<file path="src/rtl/adder_serial_n_if.sv">
// Operand/result bundle for adder_serial_n.
// The overflow signal exists only when ADDER_SERIAL_OVERFLOW_EN is defined.
interface adder_serial_n_if #(
    parameter int N = 8
);
    logic         start;
    logic [N-1:0] a;
    logic [N-1:0] b;
    logic         c_in;
    logic         ready;
    logic         done;
    logic [N-1:0] sum;
    logic         c_out;
`ifdef ADDER_SERIAL_OVERFLOW_EN
    logic         overflow;

    modport master (output start, a, b, c_in, input ready, done, sum, c_out, overflow);
    modport slave  (input start, a, b, c_in, output ready, done, sum, c_out, overflow);
`else
    modport master (output start, a, b, c_in, input ready, done, sum, c_out);
    modport slave  (input start, a, b, c_in, output ready, done, sum, c_out);
`endif
endinterface

</file>
<file path="src/rtl/adder_serial_n.sv">
// Multi-cycle adder processing CHUNK bits per cycle, least significant chunk first.
// Define ADDER_SERIAL_OVERFLOW_EN to add the registered two's-complement overflow output.
module adder_serial_n #(
    parameter int N     = 8,
    parameter int CHUNK = 2
) (
    input  logic             clk,
    input  logic             rst_n,
    adder_serial_n_if.slave  bus
);

    localparam int NCHUNK = N / CHUNK;
    localparam int KW     = (NCHUNK > 1) ? $clog2(NCHUNK) : 1;
    localparam logic [KW-1:0] K_LAST = KW'(NCHUNK - 1);

    typedef enum logic [1:0] {
        IDLE,
        RUN,
        DONE
    } state_t;

    state_t         r_state;
    state_t         w_stateNext;
    logic [KW-1:0]  r_k;
    logic [N-1:0]   r_a;
    logic [N-1:0]   r_b;
    logic           r_carry;
    logic [N-1:0]   r_part;
    logic [N-1:0]   r_sum;
    logic           r_cout;
    logic           w_accept;
    logic           w_lastChunk;
    logic [CHUNK:0] w_chunkSum;
    logic [N-1:0]   w_chunkTop;
    logic [N-1:0]   w_partNext;
`ifdef ADDER_SERIAL_OVERFLOW_EN
    logic           r_ovf;
    logic           w_carryIntoMsb;
`endif

    always_ff @(posedge clk) begin
        if (!rst_n) begin
            r_state <= IDLE;
        end else begin
            r_state <= w_stateNext;
        end
    end

    always_comb begin
        w_stateNext = r_state;
        w_accept    = 1'b0;
        case (r_state)
            IDLE: begin
                if (bus.start) begin
                    w_accept    = 1'b1;
                    w_stateNext = RUN;
                end
            end
            RUN: begin
                if (w_lastChunk) begin
                    w_stateNext = DONE;
                end
            end
            DONE:    w_stateNext = IDLE;
            default: w_stateNext = IDLE;
        endcase
    end

    // Operands shift right so the active chunk is always at bit 0; results enter from the top.
    assign w_lastChunk = (r_k == K_LAST);
    assign w_chunkSum  = {1'b0, r_a[CHUNK-1:0]} + {1'b0, r_b[CHUNK-1:0]} + (CHUNK+1)'(r_carry);
    assign w_chunkTop  = N'(w_chunkSum[CHUNK-1:0]) << (N - CHUNK);
    assign w_partNext  = (r_part >> CHUNK) | w_chunkTop;
`ifdef ADDER_SERIAL_OVERFLOW_EN
    assign w_carryIntoMsb = r_a[CHUNK-1] ^ r_b[CHUNK-1] ^ w_partNext[N-1];
`endif

    always_ff @(posedge clk) begin
        if (!rst_n) begin
            r_k     <= '0;
            r_a     <= '0;
            r_b     <= '0;
            r_carry <= 1'b0;
            r_part  <= '0;
            r_sum   <= '0;
            r_cout  <= 1'b0;
`ifdef ADDER_SERIAL_OVERFLOW_EN
            r_ovf   <= 1'b0;
`endif
        end else if (w_accept) begin
            r_k     <= '0;
            r_a     <= bus.a;
            r_b     <= bus.b;
            r_carry <= bus.c_in;
            r_part  <= '0;
        end else if (r_state == RUN) begin
            r_k     <= r_k + 1'b1;
            r_a     <= r_a >> CHUNK;
            r_b     <= r_b >> CHUNK;
            r_carry <= w_chunkSum[CHUNK];
            r_part  <= w_partNext;
            if (w_lastChunk) begin
                r_sum  <= w_partNext;
                r_cout <= w_chunkSum[CHUNK];
`ifdef ADDER_SERIAL_OVERFLOW_EN
                r_ovf  <= w_carryIntoMsb ^ w_chunkSum[CHUNK];
`endif
            end
        end
    end

    assign bus.ready = (r_state == IDLE);
    assign bus.done  = (r_state == DONE);
    assign bus.sum   = r_sum;
    assign bus.c_out = r_cout;
`ifdef ADDER_SERIAL_OVERFLOW_EN
    assign bus.overflow = r_ovf;
`endif

endmodule
</file>
<file path="src/flat_wrapper.sv">
// flat-port wrapper written by rule: the top's interface ports become plain ports
module adder_serial_n_flat 
#(
    parameter int N     = 8,
    parameter int CHUNK = 2
)
  (clk, rst_n, bus_start, bus_a, bus_b, bus_c_in, bus_ready, bus_done, bus_sum, bus_c_out);
  adder_serial_n_if #(.N(N)) bus_i ();
  input  logic clk;
  input  logic rst_n;
  input wire logic [$bits(bus_i.start)-1:0] bus_start;
  input wire logic [$bits(bus_i.a)-1:0] bus_a;
  input wire logic [$bits(bus_i.b)-1:0] bus_b;
  input wire logic [$bits(bus_i.c_in)-1:0] bus_c_in;
  output wire logic [$bits(bus_i.ready)-1:0] bus_ready;
  output wire logic [$bits(bus_i.done)-1:0] bus_done;
  output wire logic [$bits(bus_i.sum)-1:0] bus_sum;
  output wire logic [$bits(bus_i.c_out)-1:0] bus_c_out;
  assign bus_i.start = bus_start;
  assign bus_i.a = bus_a;
  assign bus_i.b = bus_b;
  assign bus_i.c_in = bus_c_in;
  assign bus_ready = bus_i.ready;
  assign bus_done = bus_i.done;
  assign bus_sum = bus_i.sum;
  assign bus_c_out = bus_i.c_out;
  adder_serial_n #(.N(N), .CHUNK(CHUNK)) u_core (.clk(clk), .rst_n(rst_n), .bus(bus_i));
endmodule
</file>
<file path="config.mk">
export PLATFORM = sky130hd
export DESIGN_NAME = adder_serial_n_flat
export DESIGN_NICKNAME = d
export VERILOG_FILES = /design/src/rtl/adder_serial_n_if.sv /design/src/rtl/adder_serial_n.sv /design/src/flat_wrapper.sv
export SDC_FILE = /design/constraint.sdc
export NUM_CORES = 1
export LEC_CHECK = 0
export ABC_AREA = 1
export CAP_MARGIN = 20
export CORE_MARGIN = 2
export CORE_UTILIZATION = 46
export DETAILED_ROUTE_END_ITERATION = 8
export PLACE_DENSITY_LB_ADDON = 0.15
export SLEW_MARGIN = 20
export SYNTH_ARGS = -nofsm -noshare
export SYNTH_HDL_FRONTEND = slang
export SYNTH_SLANG_ARGS = --single-unit
</file>
<file path="constraint.sdc">
create_clock -name clk -period 1.5 [get_ports clk]
set_input_delay 0.225 -clock clk [delete_from_list [all_inputs] [get_ports clk]]
set_output_delay 0.225 -clock clk [all_outputs]
set_load 0.05 [all_outputs]
</file>
Word level (Yosys, flattened, before mapping)
Index checks and enable logic that the tools add are counted.

Bits in registers: 38. Input bits: 20. Output and inout port bits: 11. Logic and storage cells: 35.

$add $sub $neg: 3. Eq/ne operators: 5. Muxes and demuxes: 11. Bitwise operators: 3. Reductions and logical operators: 5.

Operator list (count): 8-bit two-way mux (4); 6-bit by 8-bit OR with 8-bit output (1); 2-bit equality test (second input constant) (2); 1-bit two-way mux (4); 2-bit two-way mux (2); 2-bit one-hot mux with 2 select lines (1); 2-bit by 2-bit adder with 3-bit output (1); 3-bit by 1-bit adder with 3-bit output (1); 3-bit AND reduction (1); 2-bit by 1-bit adder with 2-bit output (second input constant) (1); 2-bit by 1-bit equality test with 1-bit output (second input constant) (1); 2-bit logical NOT (1); 2-bit by 1-bit != test with 1-bit output (second input constant) (1); 2-bit != test (second input constant) (1); 1-bit inverter (2); 2-bit AND reduction (1); 2-bit nonzero test (1); 2-bit OR reduction (1).

Logic depth before layout (Yosys ltp)
Depth after elaboration: 4. Gate-level depth with buffers: 8. Depth with buffers taken out: 8.

Least setup slack after synthesis
OpenSTA, ideal clock, no wires.

Kind: flip-flop to flip-flop. Start point: register u_core.r_carry. End point: register u_core.r_part[7]. Library setup time: 0.109 ns. Arrival: 1.497 ns. Data required time: 1.391 ns. Setup slack: -0.106 ns. Stages on the path, launching flop included: 7. Buffers on the path: 0. Clock period less this slack: 1.606 ns. Cells stage by stage: dfxtp_1 > inv_1 > fa_1 > fa_1 > o21ai_0 > nand2_1 > inv_1.

Cells in the longest elaborated chain, start to end: 2.

Ends and longest elaborated chain: start, declared (line adder_serial_n.sv:27) `logic r_carry;`; start signal, assigned (line adder_serial_n.sv:94) `r_carry <= bus.c_in;`; start signal, assigned (line adder_serial_n.sv:100) `r_carry <= w_chunkSum[CHUNK];`; 3-bit by 1-bit adder with 3-bit output (line adder_serial_n.sv:71) `assign w_chunkSum = {1'b0, r_a[CHUNK-1:0]} + {1'b0, r_b[CHUNK-1:0]} + (CHUNK+1)'(r_carry);`; 6-bit by 8-bit OR with 8-bit output (line adder_serial_n.sv:73) `assign w_partNext = (r_part >> CHUNK) | w_chunkTop;`; end signal, assigned (line adder_serial_n.sv:101) `r_part <= w_partNext;`; end, declared (line adder_serial_n.sv:28) `logic [N-1:0] r_part;`.

No other way between the ends. A chain may end at the register's enable or synchronous reset.

Worst setup path in the final report
Start point: register u_core.r_a[0]. End point: register u_core.r_part[7].

Cells in the longest elaborated chain, start to end: 3.

Ends and longest elaborated chain: start, declared (line adder_serial_n.sv:25) `logic [N-1:0] r_a;`; start signal, assigned (line adder_serial_n.sv:92) `r_a <= bus.a;`; start signal, assigned (line adder_serial_n.sv:98) `r_a <= r_a >> CHUNK;`; 2-bit by 2-bit adder with 3-bit output (line adder_serial_n.sv:71); 3-bit by 1-bit adder with 3-bit output (line adder_serial_n.sv:71); 6-bit by 8-bit OR with 8-bit output (line adder_serial_n.sv:73).

No other way between the ends.

==> reports/qor.csv <==
metric;value;unit
CTS Sinks;36;
DR pass1 iterations;4;
Post-CTS Hold Buffers;0;
row count;21;
syn_area_per_cell;7.12;µm²
Root Buffer;clkbuf_4;
pre-CTS WS;-0.0344;ns
CP max-delay cell;fa_2;
worst hold path class;in2reg;
Final TNS setup;-0.0257;ns
Die Y-Extent;63.0;µm
cell count after synthesis;225;
Cell variety after synth;21;
cts bufs inserted;5;
largest net degree at the start of global routing;19;
Initial DRC Count;70;
Area after DPL;1980;µm²
Synth warnings;0;
post-route cell area;2100;µm²
pwr dens;997;nW/µm²
share of cells above drive strength 1;18.7;%
Post-Syn Nets;248;
Worst-Skew Late Latency;0.34;ns
die area;3970;µm²
CTS tree;yes;
Startpoint Class;flop;
H-tree depth;2;
gr usage total;18.5;%
Peak supply drop;0.609;mV
# diodes;0;
Syn Std Cell Area;1600;µm²
final non-filler cell total;308;
Worst-Margin Slew;0.330;ns
Cells after DPL;299;
failing checks;negative setup slack;
Via density;4.70;
Vias;1447;
PortBufs;30;
CP required;1.76;ns
Reg area;727;µm²
Worst slew margin;77.9;%
initial antenna violation count;0;
nets@finish;284;
cell mode on critical path;fa_2;
Setup crit start;u_core.r_a[0];
Filler Cell Count;329;
LEAKAGE;0.991;nW
CP Max Fanout;2;
final core occ;62.8;%
worst hold slack;0.430;ns
IO Count;31;
area occupied by multi-input gates;724;µm²
worst clock skew;0.00966;ns
maximum clock path buffer count;2;
sequential area share after synthesis;45.0;%
core area;3340;µm²
leading cell type in the layout, fill and taps excluded;nand2_1;
Reg clk slew, reported paths;0.11;ns
Setup CP Type;reg2reg;
first-pass GRT wire length;5780;µm
GPL Wtd Cong;0.772;
max-cap viol count;0;
max incr delay on CP;0.53;ns
Antenna Nets Post-Route;0;
# setup viols final;1;
status;complete, but fails checks;
routed length per placed instance;10.4;µm
FF-to-FF Start;u_core.r_a[0];
arrival time at the worst endpoint;1.78;ns
Final Critical Period;1.53;ns
commonest cells after routing, fill and taps aside;71 x nand2_1, 31 x dfxtp_1, 26 x nand3_1, 21 x inv_1;
unrepaired setup endpoints after global routing;true;
vias in the first global route;1343;
Routed WL;3200;µm
starting density of the core;48.0;%
DRC violations left;0;
Hold Fails Final Rpt;0;
number of synthesized register bits;36;
total power;2.09;mW
f_max;0.655;GHz
Critical Path, Cell by Cell;inv_2 > fa_2 > fa_2 > o21ai_1 > nand2_1 > inv_1;
Final WS setup;-0.0257;ns
Slew Viols, Final;0;
hold path start;bus_a[6];
area grow syn2layout;30.9;%
period utilization;102;%
GR Overflow Total;0;
HPWL Detailed;2210;µm
Worst Setup End Kind;flop;
Die Width;63.0;µm
-- path summary, 6_finish.rpt --
path | end | slack [ns] | cells past startpoint
setup / recovery | u_core.r_part[7] | -0.03 | 6
hold / removal | u_core.r_a[6] | 0.43 | 3
setup reg to reg | u_core.r_part[7] | -0.03 | 6
hold reg to reg | u_core.bus.sum[3] | 0.47 | 2
-- flip-flops by register name, indices dropped and copies added (netlist names) --
name,count
u_core.bus.c_out,1
u_core.r_carry,1
u_core.r_part,6
u_core.r_state,2
u_core.bus.sum,8
u_core.r_k,2
u_core.r_a,8
u_core.r_b,8
-- cell usage after synthesis --
master / count / area share [%]
clkbuf_1: 1 / 0.23
ha_1: 1 / 0.78
buf_2: 3 / 0.94
buf_4: 2 / 0.94
buf_6: 2 / 1.4
nand2_2: 3 / 1.2
nor2_4: 2 / 1.4
o21ai_0: 7 / 2.2
inv_2: 4 / 0.94
nand3_1: 26 / 8.1
xor2_1: 1 / 0.55
clkinv_1: 1 / 0.23
buf_1: 1 / 0.23
nor2_1: 20 / 4.7
inv_1: 24 / 5.6
dfxtp_1: 36 / 45
o21ai_4: 1 / 1.0
nand2_1: 71 / 17
fa_1: 2 / 2.5
a21oi_1: 16 / 5.0
nor2_2: 1 / 0.39
-- power breakdown --
part / total [mW] / internal [mW] / switching, mW
clock: 0.770 / 0.443 / 0.328
sequential: 1.02 / 0.996 / 0.0246
combinational: 0.299 / 0.143 / 0.156
-- cell families (layout without fill, tap and decap cells) --
logic type | Yosys count | after routing | share of synthesized area, %
buffers and inverters | 38 | 75 | 10.5
AND/OR/NAND/NOR | 123 | 123 | 32.4
flip-flops | 36 | 36 | 45.0
AO/OA/AOI/OAI | 24 | 24 | 8.20
XOR/XNOR | 1 | 1 | 0.547
adder cells (fa/ha/maj) | 3 | 3 | 3.28
-- layout make-up --
class / count / share of cell area (%)
multi-input cells: 151 / 34.6
flip-flops and latches: 36 / 34.7
inverters: 29 / 5.19
clock inverters: 1 / 1.43
repair buffers: 38 / 18.3
well taps: 46 / 2.75
clock buffers: 7 / 3.10
-- per-layer routing --
metal	up-vias	GRT usage [%]	wire length, µm
met5	-	0	0
met4	0	7.50	53
met3	5	6.13	133
met2	29	30.5	1500
met1	648	21.9	1520
li1	765	-	-
-- critical path: cells and delay by family, from the launching register on --
family / cells / cell delay [ns]
fa+ha+maj: 2 / 0.90
buf+inv: 2 / 0.07
simple gates: 1 / 0.05
flops: 1 / 0.35
compound gates: 1 / 0.06
-- what timing repair did --
action	4_1_cts	5_1_grt
pin swaps	3	4
endpoints found under the setup margin	4	5
endpoints found under the hold margin	0	0
setup buffers	0	1
resized for setup	7	5
Power figures use the tool's default switching activity.
